### config.mk
export PLATFORM = sky130hd
export DESIGN_NAME = fifo
export DESIGN_NICKNAME = d
export VERILOG_FILES = /design/src/rtl/fifo.sv
export SDC_FILE = /design/constraint.sdc
export NUM_CORES = 1
export LEC_CHECK = 0
export ABC_AREA = 0
export BUFFER_PORTS_ARGS = -buffer_cell sky130_fd_sc_hd__buf_2
export CAP_MARGIN = 25
export CORE_MARGIN = 2
export CORE_UTILIZATION = 35
export CTS_CLUSTER_DIAMETER = 50
export DETAILED_ROUTE_END_ITERATION = 16
export PLACE_DENSITY = 0.51
export SETUP_SLACK_MARGIN = 0.15
export SYNTH_ARGS = -nofsm -noshare
export SYNTH_HDL_FRONTEND = slang
export SYNTH_SLANG_ARGS = --single-unit
### constraint.sdc
create_clock -name CLK -period 2.2 [get_ports CLK]
set_input_delay 0.11 -clock CLK [delete_from_list [all_inputs] [get_ports CLK]]
set_output_delay 0.11 -clock CLK [all_outputs]
set_load 0.02 [all_outputs]
### src/rtl/fifo.sv
// Single-clock byte FIFO with registered read data, occupancy status and
// one-cycle overflow/underflow pulses for detecting producer/consumer misuse.
module fifo #(
    parameter int unsigned DATA_WIDTH      = 8,
    parameter int unsigned DEPTH           = 8,
    parameter int unsigned ALMOST_FULL_TH  = DEPTH - 1,
    parameter int unsigned ALMOST_EMPTY_TH = 1,
    localparam int unsigned ADDR_WIDTH     = $clog2(DEPTH)
) (
    input  logic                  CLK,
    input  logic                  RST,
    input  logic [DATA_WIDTH-1:0] WriteData,
    input  logic                  WEN,
    input  logic                  REN,
    output logic [DATA_WIDTH-1:0] ReadData,
    output logic                  Full,
    output logic                  Empty,
    output logic                  AlmostFull,
    output logic                  AlmostEmpty,
    output logic [ADDR_WIDTH:0]   Count,
    output logic                  Overflow,
    output logic                  Underflow
);

    localparam logic [ADDR_WIDTH:0] CountMax = (ADDR_WIDTH + 1)'(DEPTH);

    logic [DATA_WIDTH-1:0] mem [DEPTH];

    logic [ADDR_WIDTH-1:0] wptr_q, wptr_d;
    logic [ADDR_WIDTH-1:0] rptr_q, rptr_d;
    logic [ADDR_WIDTH:0]   count_q, count_d;
    logic [DATA_WIDTH-1:0] rdata_q, rdata_d;
    logic                  ovf_q, ovf_d;
    logic                  unf_q, unf_d;
    logic                  wr_ok;
    logic                  rd_ok;

    // Status flags derive from the registered count only.
    always_comb begin
        Full        = (count_q == CountMax);
        Empty       = (count_q == '0);
        AlmostFull  = (32'(count_q) >= ALMOST_FULL_TH);
        AlmostEmpty = (32'(count_q) <= ALMOST_EMPTY_TH);
        Count       = count_q;
        ReadData    = rdata_q;
        Overflow    = ovf_q;
        Underflow   = unf_q;
    end

    // Accept decisions and next-state; a full FIFO still takes a write when a pop frees a slot.
    always_comb begin
        wr_ok   = WEN && (!Full || REN);
        rd_ok   = REN && !Empty;
        wptr_d  = wptr_q;
        rptr_d  = rptr_q;
        count_d = count_q;
        rdata_d = rdata_q;
        ovf_d   = WEN && !wr_ok;
        unf_d   = REN && !rd_ok;
        if (wr_ok) begin
            wptr_d = wptr_q + 1'b1;
        end
        if (rd_ok) begin
            rptr_d  = rptr_q + 1'b1;
            rdata_d = mem[rptr_q];
        end
        if (wr_ok && !rd_ok) begin
            count_d = count_q + 1'b1;
        end else if (rd_ok && !wr_ok) begin
            count_d = count_q - 1'b1;
        end
    end

    // Control state with synchronous reset taking priority over WEN/REN.
    always_ff @(posedge CLK) begin
        if (RST) begin
            wptr_q  <= '0;
            rptr_q  <= '0;
            count_q <= '0;
            rdata_q <= '0;
            ovf_q   <= 1'b0;
            unf_q   <= 1'b0;
        end else begin
            wptr_q  <= wptr_d;
            rptr_q  <= rptr_d;
            count_q <= count_d;
            rdata_q <= rdata_d;
            ovf_q   <= ovf_d;
            unf_q   <= unf_d;
        end
    end

    // Storage array is never cleared; stale entries are unreachable after reset.
    always_ff @(posedge CLK) begin
        if (!RST && wr_ok) begin
            mem[wptr_q] <= WriteData;
        end
    end

endmodule

==> Yosys cells after proc, flatten, opt, wreduce, memory -nomap -nowiden <==
Memory sizes are Yosys's and may differ from the RTL's. A register that Yosys moved wholly into a read port is not among the register bits.
Cells that the tools add are included.
{ "classes": {"n_addsub": 4, "magnitude_cmp": 2, "eq_ne": 1, "mux": 4, "reduce_logical": 15} }
{ "ops": {"columns": ["op", "n"], "rows": [
  ["$mux W4", 2],
  ["$logic_and A1 B1 Y1", 7],
  ["$add A3 B1 Y3 const B", 2],
  ["$logic_not A1 Y1", 5],
  ["$add A4 B1 Y4 const B", 1],
  ["$eq A4 B4 Y1 const B", 1],
  ["$ge A4 B3 Y1 const B", 1],
  ["$le A4 B1 Y1 const B", 1],
  ["$logic_not A4 Y1", 1],
  ["$sub A4 B1 Y4 const B", 1],
  ["$mux W1", 2],
  ["$reduce_bool A2 Y1", 1],
  ["$logic_or A1 B1 Y1", 1]
]} }
{ "totals": {"ff_bits": 12, "ram_bits": 64, "inputBits": 12, "output_inout_bits": 18, "mem_count": 1} }
{ "mem_list": {"columns": ["memory", "words", "word_bits", "read_ports", "rd_ports_with_merged_regs", "wr", "line_no", "source"], "rows": [
  ["mem", 8, 8, 1, 1, 1, "27", "logic [DATA_WIDTH-1:0] mem [DEPTH];"]
]} }

==> Logic depth before layout (Yosys ltp) <==
Gate-level depths: netlist of the first run.
{ "logic_depth": {"ltp_word": 8, "mapped_depth": 10, "depth_no_buf": 9} }

==> Worst setup path before layout of the first run <==
OpenSTA, ideal clock, no wires.
{ "synth_path": {"path_type": "flip-flop to flip-flop", "from": "register count_q[0], in the netlist Count[0]", "to": "register count_q[3], in the netlist Count[3]", "t_arrival_ps": 2221, "t_required_ps": 2085, "slack_ps": -136, "stages_incl_launch_ff": 11, "n_path_buf": 1, "period_less_slack_ps": 2336, "cell_sequence": "dfxtp_1 -> inv_1 -> ha_1 -> or3b_1 -> buf_2 -> nand2_1 -> ha_1 -> or4_1 -> a21oi_2 -> xnor2_1 -> nor2_1"} }
{ "synth_via": {"elab_chain_cells": 7} }
{ "synth_lines": {"columns": ["item", "line_no", "source"], "rows": [
  ["start, declared", "31", "logic [ADDR_WIDTH:0] count_q, count_d;"],
  ["start signal, assigned", "86", "count_q <= count_d;"],
  ["parallel branches: the longest is 7 deep, another holds $sub A4 B1 Y4", null, null]
]} }
Parallel ways; which one is timed is not known. The select of a mux whose other input is x is not followed.
A chain may end at the register's enable or synchronous reset.

==> Worst setup path after layout of the first run <==
Same ends and word-level chain as after synthesis.

==> impl_metrics.py, run 1 <==
metrics = {
    "clock_tree": {
        "clk_path_buf_depth": 2,
        "clk_pin_slew_ns": 0.08,
        "clock_sinks": 84,
        "cts_tree": "built",
        "cts_root_buf": "clkbuf_8",
        "cts_buffers": 9,
        "clock_latency_ns": 0.35,
        "htree_num_levels": 3,
    },
    "detailed_routing": {
        "first_iter_violations": 93,
        "first_pass_iters": 4,
        "wl_um": 6780,
        "num_vias": 1899,
        "drc": 0,
        "postRouteAntennaNets": 0,
        "wire_per_inst_um": 16.6,
        "via_per_inst": 4.67,
    },
    "yosys": {
        "ys_types": 35,
        "syn_inst": 221,
        "yosysWarnings": 0,
        "syn_nets": 239,
        "syn_area_um2": 3360,
        "ys_seq_area_share_pct": 69.0,
        "synth_edf_count": 64,
        "synth_area_per_cell_um2": 15.2,
        "ys_ff_latch": 84,
        "synth.area.top_cells": "edfxtp_1 57%, dfxtp_1 12%, mux2i_1 10%",
        "async_flop_share_pct": 0,
        "yosys.area.top_type_share_pct": 57.1,
        "ys.flop_type": "edfxtp_1",
        "synth_area_leader_cell": "edfxtp_1",
    },
    "die": {
        "num_io_pins": 30,
        "core_um2": 9280,
        "die_w_um": 102,
        "initial_core_util_pct": 36.2,
        "die-area_um2": 10400,
        "die_y_um": 102,
        "rows": 35,
    },
    "global_route": {
        "grt_remaining_overflow": 0,
        "grt_first_pass_wirelength_um": 10300,
        "track_usage_pct": 14.0,
        "grt_max_degree": 15,
        "grt_pass1_vias": 1842,
        "antenna_found_initial": 0,
    },
    "power_and_ir_drop": {
        "power_frac_clock_pct": 27.2,
        "switching_share_pct": 31.1,
        "power_frac_seq_pct": 41.7,
        "power.total_mw": 4.80,
        "ir_worst_vdd_mv": 0.746,
        "combPwrFrac_pct": 31.2,
        "internal_power_mw": 3.31,
        "p_leak_nw": 1.46,
        "power_density_nw_per_um2": 1180,
        "net-switching-power_mw": 1.49,
    },
    "placed_design": {
        "place_area_um2": 3790,
        "placed_cells": 387,
        "port_buffers": 29,
        "gp_congestion": 0.751,
        "dp_hpwl_um": 4300,
    },
    "sta": {
        "fin_crit_ns": 1.93,
        "relSlewSlack_pct": 63.1,
        "fmax_mhz": 519,
        "worst_slew_pin_slew_ns": 0.553,
        "tns_ns": 0,
        "timing.hold.ws_ns": 0.0272,
        "period_share_pct": 87.6,
        "hold_viol_final": 0,
        "fin_skew_ns": 0.00974,
        "rsz0062_at_grt": "no",
        "drv_slew": 0,
        "setup-violations-final": 0,
    },
    "worst_setup_path": {
        "path_max_fanout": 5,
        "required_ns": 2.44,
        "crit_arrival_ns": 2.17,
        "worstSetupPathType": "reg -> reg",
        "worstSetupStartpointType": "flop",
        "worstSetupEndpointType": "flop",
    },
    "cells_and_area": {
        "area_growth_pct": 21.1,
        "fin_area_um2": 4070,
        "register_area_um2": 2330,
        "multi_input_area_um2": 997,
        "insertedDiodeCount": 0,
        "layout_commonest_cell": "edfxtp_1",
        "final_nets": 291,
        "fin_cells": 407,
        "n_fill_cell": 872,
        "drive_above_1_share_pct": 28.1,
        "most-common-layout-cells": "64 x edfxtp_1, 34 x mux2i_1, 29 x buf_2",
    },
    "flow_run": {
        "maxCapViolations": 0,
    },
    "worst_hold_path": {
        "hold_path.class": "in -> reg",
    },
    "status": {
        "status": "complete, no violations",
    },
}
worst paths after layout:
kind	slack (ns)	to	cells after the start	from
hold / removal	0.03	mem[7][6]$_DFFE_PP_	1	WriteData[6]
setup reg to reg	0.27	Count[3]$_SDFFE_PP0P_	9	Count[0]$_SDFFE_PP0P_
setup / recovery	0.27	Count[3]$_SDFFE_PP0P_	9	Count[0]$_SDFFE_PP0P_
hold reg to reg	0.47	ReadData[3]$_SDFFE_PP0P_	1	ReadData[3]$_SDFFE_PP0P_
logic make-up (layout without fill, tap and decap cells):
logic type,Yosys count,count (layout),synth area share [%]
compound gates,31,31,7.52
xor+xnor,7,7,1.82
fa+ha+maj,6,6,2.23
buf+inv,13,70,2.19
flops,84,84,69.0
mux,34,34,10.1
simple gates,46,46,7.07
synth_stat cells, types with 3 or more instances:
| cell | count |
|---|---|
| a21oi_1 | 3 |
| nand2b_1 | 4 |
| xor2_1 | 5 |
| buf_1 | 3 |
| buf_2 | 3 |
| buf_4 | 3 |
| ha_1 | 6 |
| dfxtp_1 | 20 |
| nand2_1 | 4 |
| nand3_1 | 3 |
| mux2i_1 | 34 |
| a32o_1 | 8 |
| edfxtp_1 | 64 |
| nor2_1 | 20 |
| a22oi_1 | 16 |
flip-flops by register name (all words and copies together), names as in the netlist:
name       cells
mem           64
Count          4
wptr_q         3
ReadData       8
Overflow       1
Underflow      1
rptr_q         3
power groups by stage:
stage	logic, mW	registers [mW]	clock network, mW
floorplan	0.952	2.08	0
global placement	1.41	2.05	0
detailed placement	1.42	2.05	0
CTS	1.42	2.02	1.33
global route	1.64	2.02	1.40
finish	1.50	2.00	1.31
per-layer routing:
metal	up-vias	part of all wire (%)	wire length, um	global-route usage, %
met4	0	1.4	94	6.15
li1	950	-	-	-
met5	-	0	0	0
met2	26	48	3240	22.3
met3	9	3.6	243	2.80
met1	914	47	3200	18.7
final cells by class:
class                           count  area share [%]
Sequential cell                    84            57.2
Multi-Input combinational cell    124            24.5
Timing Repair Buffer               51            8.23
Tap cell                          129            3.96
Clock buffer                        9            3.04
Clock inverter                      7            2.79
Inverter                            3           0.276
stage by stage:
stage | utilization (%) | worst slack [ns]
floorplan | - | 0.140
global placement | 40.9 | 0.252
detailed placement | 40.9 | 0.224
CTS | 43.4 | 0.204
global route | 43.9 | 0.177
finish | 43.9 | 0.272
worst max-delay path: stages, from the launching register on:
cell	delay (ns)
dfxtp_4	0.36
inv_1	0.06
ha_4	0.17
or3b_1	0.19
nand2_2	0.10
ha_4	0.19
or4_1	0.42
a21oi_2	0.17
xnor2_1	0.12
nor2_1	0.05
what timing repair did:
item | CTS | global route
setup endpoints to repair | 0 | 2
gates resized for setup | 0 | 2
hold buffers | 0 | 0
buffers inserted | 0 | 4
(Power assumes the default switching activity.)
==> inputs of run 2 (changes only) <==
Settings changed: CORE_ASPECT_RATIO set to 1.75, CORE_UTILIZATION 35 to 50, PLACE_DENSITY 0.51 to 0.69.
==> run 2 against run 1 <==
Non-clock buffer count up 1. Design area shrank 0.37%. Largest cell class unchanged. Critical path type unchanged. Largest power group unchanged. Clock skew fell by 0.0071 ns.
==> impl_metrics.py, run 2 (synthesized netlist as in run 1, its figures left out) <==
metrics = {
    "cells_and_area": {
        "drive_above_1_share_pct": 28.3,
        "layout_commonest_cell": "edfxtp_1",
        "fin_util_pct": 62.1,
        "largest_register_ffs": 64,
        "final_nets": 292,
        "insertedDiodeCount": 0,
        "most-common-layout-cells": "64 x edfxtp_1, 34 x mux2i_1, 29 x buf_2",
        "area_growth_pct": 20.7,
        "regMostFlops": "mem",
    },
    "sta": {
        "rsz0062_at_grt": "no",
        "setup_slack_ns": 0.239,
        "setup-violations-final": 0,
        "tns_ns": 0,
        "drv_slew": 0,
        "fin_skew_ns": 0.00264,
        "fmax_mhz": 510,
        "hold_viol_final": 0,
        "fin_crit_ns": 1.96,
        "period_share_pct": 89.1,
        "worst_slew_pin_slew_ns": 0.517,
        "relSlewSlack_pct": 65.5,
    },
    "detailed_routing": {
        "postRouteAntennaNets": 0,
        "first_pass_iters": 4,
        "wire_per_inst_um": 17.3,
        "wl_um": 6230,
        "first_iter_violations": 124,
        "via_per_inst": 5.47,
        "num_vias": 1974,
        "drc": 0,
    },
    "clock_tree": {
        "htree_num_levels": 3,
        "cts_tree": "built",
        "clk_path_buf_depth": 2,
        "cts_buffers": 9,
        "cts_root_buf": "clkbuf_16",
        "clock_latency_ns": 0.32,
        "clk_pin_slew_ns": 0.06,
        "ctsHoldBuffers": 0,
        "clock_sinks": 84,
    },
    "power_and_ir_drop": {
        "ir_worst_vdd_mv": 1.10,
        "net-switching-power_mw": 1.47,
        "power_density_nw_per_um2": 1220,
        "power_frac_seq_pct": 39.4,
        "power_frac_clock_pct": 28.9,
        "internal_power_mw": 3.47,
        "p_leak_nw": 1.48,
        "switching_share_pct": 29.7,
        "combPwrFrac_pct": 31.7,
    },
    "worst_setup_path": {
        "slowest_stage": "or4_4",
        "path_cells": "inv_2 > ha_4 > or3b_4 > nand2_4 > ha_4 > or4_4 > a21oi_2 > xnor2_1 > nor2_1",
        "crit_top_cell": "ha_4",
        "r2r_slack_ns": 0.24,
        "r2r-end": "Count[3]$_SDFFE_PP0P_",
        "path_max_fanout": 5,
        "worstSetupStartpointType": "flop",
        "reg2regPathDepth": 9,
        "crit_arrival_ns": 2.17,
        "worstSetupPathType": "reg -> reg",
        "required_ns": 2.41,
        "r2r-start": "Count[0]$_SDFFE_PP0P_",
        "critPathMaxStageDelay_ns": 0.42,
        "worstSetupEndpointType": "flop",
    },
    "worst_hold_path": {
        "holdPathEnd": "mem[6][0]$_DFFE_PP_",
        "hold_path.class": "in -> reg",
        "hold_depth": 1,
        "hold_path.startpoint": "WriteData[0]",
    },
    "global_route": {
        "antenna_found_initial": 0,
        "grt_first_pass_wirelength_um": 9740,
        "track_usage_pct": 18.6,
        "grt_max_degree": 21,
        "grt_pass1_vias": 1913,
        "grt_remaining_overflow": 0,
    },
    "placed_design": {
        "gp_congestion": 0.767,
        "dp_hpwl_um": 4000,
        "port_buffers": 29,
        "place_ws_ns": 0.122,
    },
    "status": {
        "status": "complete, no violations",
    },
    "die": {
        "num_io_pins": 30,
        "die-area_um2": 7420,
        "core_um2": 6540,
        "die_w_um": 66.0,
        "rows": 39,
        "initial_core_util_pct": 51.4,
        "die_y_um": 112,
    },
    "flow_run": {
        "maxCapViolations": 0,
    },
}
[run 2: layout make-up]
| type | instances | area [um^2] |
|---|---|---|
| fill | 522 | 2480 |
| sequential | 84 | 2330 |
| multi-input combinational | 124 | 1010 |
| timing repair buffer | 52 | 318 |
| clock buffer | 13 | 250 |
| tap | 82 | 103 |
| clock inverter | 3 | 37.5 |
| inverter | 3 | 11.3 |
[run 2: what timing repair did]
item	CTS	global route
pin swaps	0	5
setup buffers	0	7
setup endpoints to repair	1	1
resized for setup	2	5
[run 2: routing by layer]
metal | vias to the layer above | GRT usage, % | routed length [um]
met5 | - | 0 | 0
met4 | 0 | 9.66 | 57
met3 | 5 | 4.01 | 214
met2 | 47 | 31.3 | 3340
met1 | 974 | 21.8 | 2610
li1 | 948 | - | -
[run 2: per-stage QoR]
step,std cells,instance area [um^2],hold WS (ns),total power [mW]
after global placement,338,3690,0.373,3.39
final,361,4060,0.0503,4.94
after global routing,361,4060,0.0435,5.18
after CTS,354,3990,0.0381,4.84
after floorplan,221,3390,0.209,3.03
after detailed placement,338,3690,0.382,3.41
[run 2: critical path, delay by kind of cell (launching register included)]
| kind | cells | cell delay, ns |
|---|---|---|
| compound gates | 1 | 0.16 |
| buf+inv | 1 | 0.05 |
| fa+ha+maj | 2 | 0.34 |
| simple gates | 4 | 0.78 |
| xor+xnor | 1 | 0.13 |
| flops | 1 | 0.37 |
[run 2: how the worst max path moves through the flow]
stage,cells past startpoint,startpoint,slack [ns],to
detailed placement,9,Count[0]$_SDFFE_PP0P_,0.12,Count[3]$_SDFFE_PP0P_
global placement,9,Count[0]$_SDFFE_PP0P_,0.20,Count[3]$_SDFFE_PP0P_
global route,9,Count[0]$_SDFFE_PP0P_,0.15,Count[3]$_SDFFE_PP0P_
floorplan,10,Count[0]$_SDFFE_PP0P_,0.14,Count[3]$_SDFFE_PP0P_
finish,9,Count[0]$_SDFFE_PP0P_,0.24,Count[3]$_SDFFE_PP0P_
CTS,9,Count[0]$_SDFFE_PP0P_,0.19,Count[3]$_SDFFE_PP0P_
[run 2: power groups by stage]
stage	logic, mW	registers (mW)	clock network, mW
after global placement	1.41	1.98	0
after global routing	1.69	1.97	1.53
final	1.57	1.95	1.43
after detailed placement	1.42	1.99	0
after CTS	1.43	1.96	1.46
after floorplan	0.952	2.08	0
==> inputs of run 3 (changes only) <==
Settings changed: CORE_UTILIZATION 50 to 25, PLACE_DENSITY 0.69 to 0.39.
==> run 3 against run 2 <==
Global-route usage shrank 7.5 points. Wire length increased by 22%. Highest routed layer unchanged. Worst hold slack better by 0.0030 ns. Largest cell class unchanged. Largest power group unchanged. Clock-buffer cell count fell by 2. Clock power is 7% lower. Core utilization fell by 31 points. First-iteration DRC count decreased by 46%.
==> impl_metrics.py, run 3 (synthesized netlist as in run 1, its figures left out) <==
metrics = {
    "status": {
        "status": "complete, no violations",
    },
    "worst_setup_path": {
        "worstSetupStartpointType": "flop",
        "worstSetupEndpointType": "flop",
        "critPathMaxStageDelay_ns": 0.41,
        "crit_top_cell": "ha_4",
        "worstSetupPathType": "reg -> reg",
        "path_buf_inv": 1,
        "slowest_stage": "or4_4",
        "path_max_fanout": 6,
        "path_cells": "inv_2 > ha_4 > nand4bb_1 > and2_4 > ha_4 > or4_4 > a21oi_2 > xnor2_1 > nor2_1",
        "required_ns": 2.41,
        "r2r_slack_ns": 0.27,
        "cp_top_family": "simple AND/OR/NAND/NOR gates",
        "crit_arrival_ns": 2.14,
    },
    "cells_and_area": {
        "fin_area_um2": 4110,
        "drive_above_1_share_pct": 27.6,
        "n_fill_cell": 1324,
        "insertedDiodeCount": 0,
        "layout_commonest_cell": "edfxtp_1",
        "most-common-layout-cells": "64 x edfxtp_1, 34 x mux2i_1, 29 x buf_2",
        "area_growth_pct": 22.3,
        "final_nets": 288,
        "largest_register_ffs": 64,
        "regMostFlops": "mem",
    },
    "placed_design": {
        "dp_hpwl_um": 5090,
        "port_buffers": 29,
        "gp_congestion": 0.697,
        "place_area_um2": 3820,
        "place_ws_ns": 0.213,
    },
    "detailed_routing": {
        "first_iter_violations": 67,
        "num_vias": 1957,
        "via_per_inst": 4.36,
        "postRouteAntennaNets": 0,
        "wl_um": 7600,
        "drc": 0,
        "wire_per_inst_um": 16.9,
        "first_pass_iters": 4,
    },
    "global_route": {
        "track_usage_pct": 11.1,
        "grt_max_degree": 19,
        "grt_remaining_overflow": 0,
        "grt_first_pass_wirelength_um": 11300,
        "grt_pass1_vias": 1956,
        "antenna_found_initial": 0,
    },
    "sta": {
        "tns_ns": 0,
        "fin_crit_ns": 1.93,
        "rsz0062_at_grt": "no",
        "hold_viol_final": 0,
        "setup_slack_ns": 0.272,
        "period_share_pct": 87.6,
        "timing.hold.ws_ns": 0.0532,
        "relSlewSlack_pct": 69.2,
        "worst_slew_pin_slew_ns": 0.462,
        "drv_slew": 0,
        "fmax_mhz": 519,
        "setup-violations-final": 0,
        "fin_skew_ns": 0.00523,
    },
    "power_and_ir_drop": {
        "power.total_mw": 4.81,
        "power_density_nw_per_um2": 1170,
        "ir_worst_vdd_mv": 0.626,
        "p_leak_nw": 1.45,
    },
    "die": {
        "core_um2": 13200,
        "die_y_um": 157,
        "num_io_pins": 30,
        "rows": 56,
        "die_w_um": 91.7,
        "die-area_um2": 14400,
        "initial_core_util_pct": 25.4,
    },
    "worst_hold_path": {
        "hold_path.class": "in -> reg",
    },
    "clock_tree": {
        "htree_num_levels": 3,
        "clock_sinks": 84,
        "cts_tree": "built",
        "clk_path_buf_depth": 2,
        "ctsHoldBuffers": 0,
        "cts_root_buf": "clkbuf_16",
        "clk_pin_slew_ns": 0.06,
        "clock_latency_ns": 0.33,
        "cts_buffers": 9,
    },
    "flow_run": {
        "maxCapViolations": 0,
    },
}
## run 3: path summary, 6_finish.rpt
check                                         startpoint  depth (start not counted)                  endpoint
worst min register to register  ReadData[1]$_SDFFE_PP0P_                          1  ReadData[1]$_SDFFE_PP0P_
worst min-delay path                        WriteData[4]                          1       mem[7][4]$_DFFE_PP_
worst max register to register     Count[0]$_SDFFE_PP0P_                          9     Count[3]$_SDFFE_PP0P_
worst max-delay path               Count[0]$_SDFFE_PP0P_                          9     Count[3]$_SDFFE_PP0P_
## run 3: final cells by class
type                            count  area, um^2  share of cell area [%]
Clock inverter                      5        28.8                   0.700
Timing Repair Buffer               48         288                    7.00
Tap cell                          174         218                    5.29
Multi-Input combinational cell    124        1000                    24.3
Inverter                            3        13.8                   0.335
Clock buffer                       11         233                    5.66
Sequential cell                    84        2330                    56.7
## run 3: stage by stage
step | std cells | utilization [%]
3_5_place_dp | 432 | 28.9
2_1_floorplan | 221 | -
5_1_grt | 449 | 31.1
3_3_place_gp | 432 | 28.9
4_1_cts | 448 | 30.9
6_report | 449 | 31.1
## run 3: routing by layer
| metal | vias up | wire [um] | track usage [%] |
|---|---|---|---|
| li1 | 939 | - | - |
| met5 | - | 0 | 0 |
| met4 | 0 | 155 | 5.41 |
| met3 | 11 | 222 | 2.39 |
| met1 | 975 | 2830 | 11.0 |
| met2 | 32 | 4390 | 21.4 |
## run 3: power breakdown
group,total (mW),internal (mW),leakage [nW],switching [mW]
Sequential,1.96,1.85,0.743,0.103
Combinational,1.52,0.666,0.579,0.855
Clock,1.33,0.757,0.123,0.573
Total,4.81,3.28,1.45,1.53
## run 3: repair_timing
action | in CTS | in global routing
endpoints found under the setup margin | 0 | 1
setup buffers | 0 | 1
gates resized for setup | 0 | 5
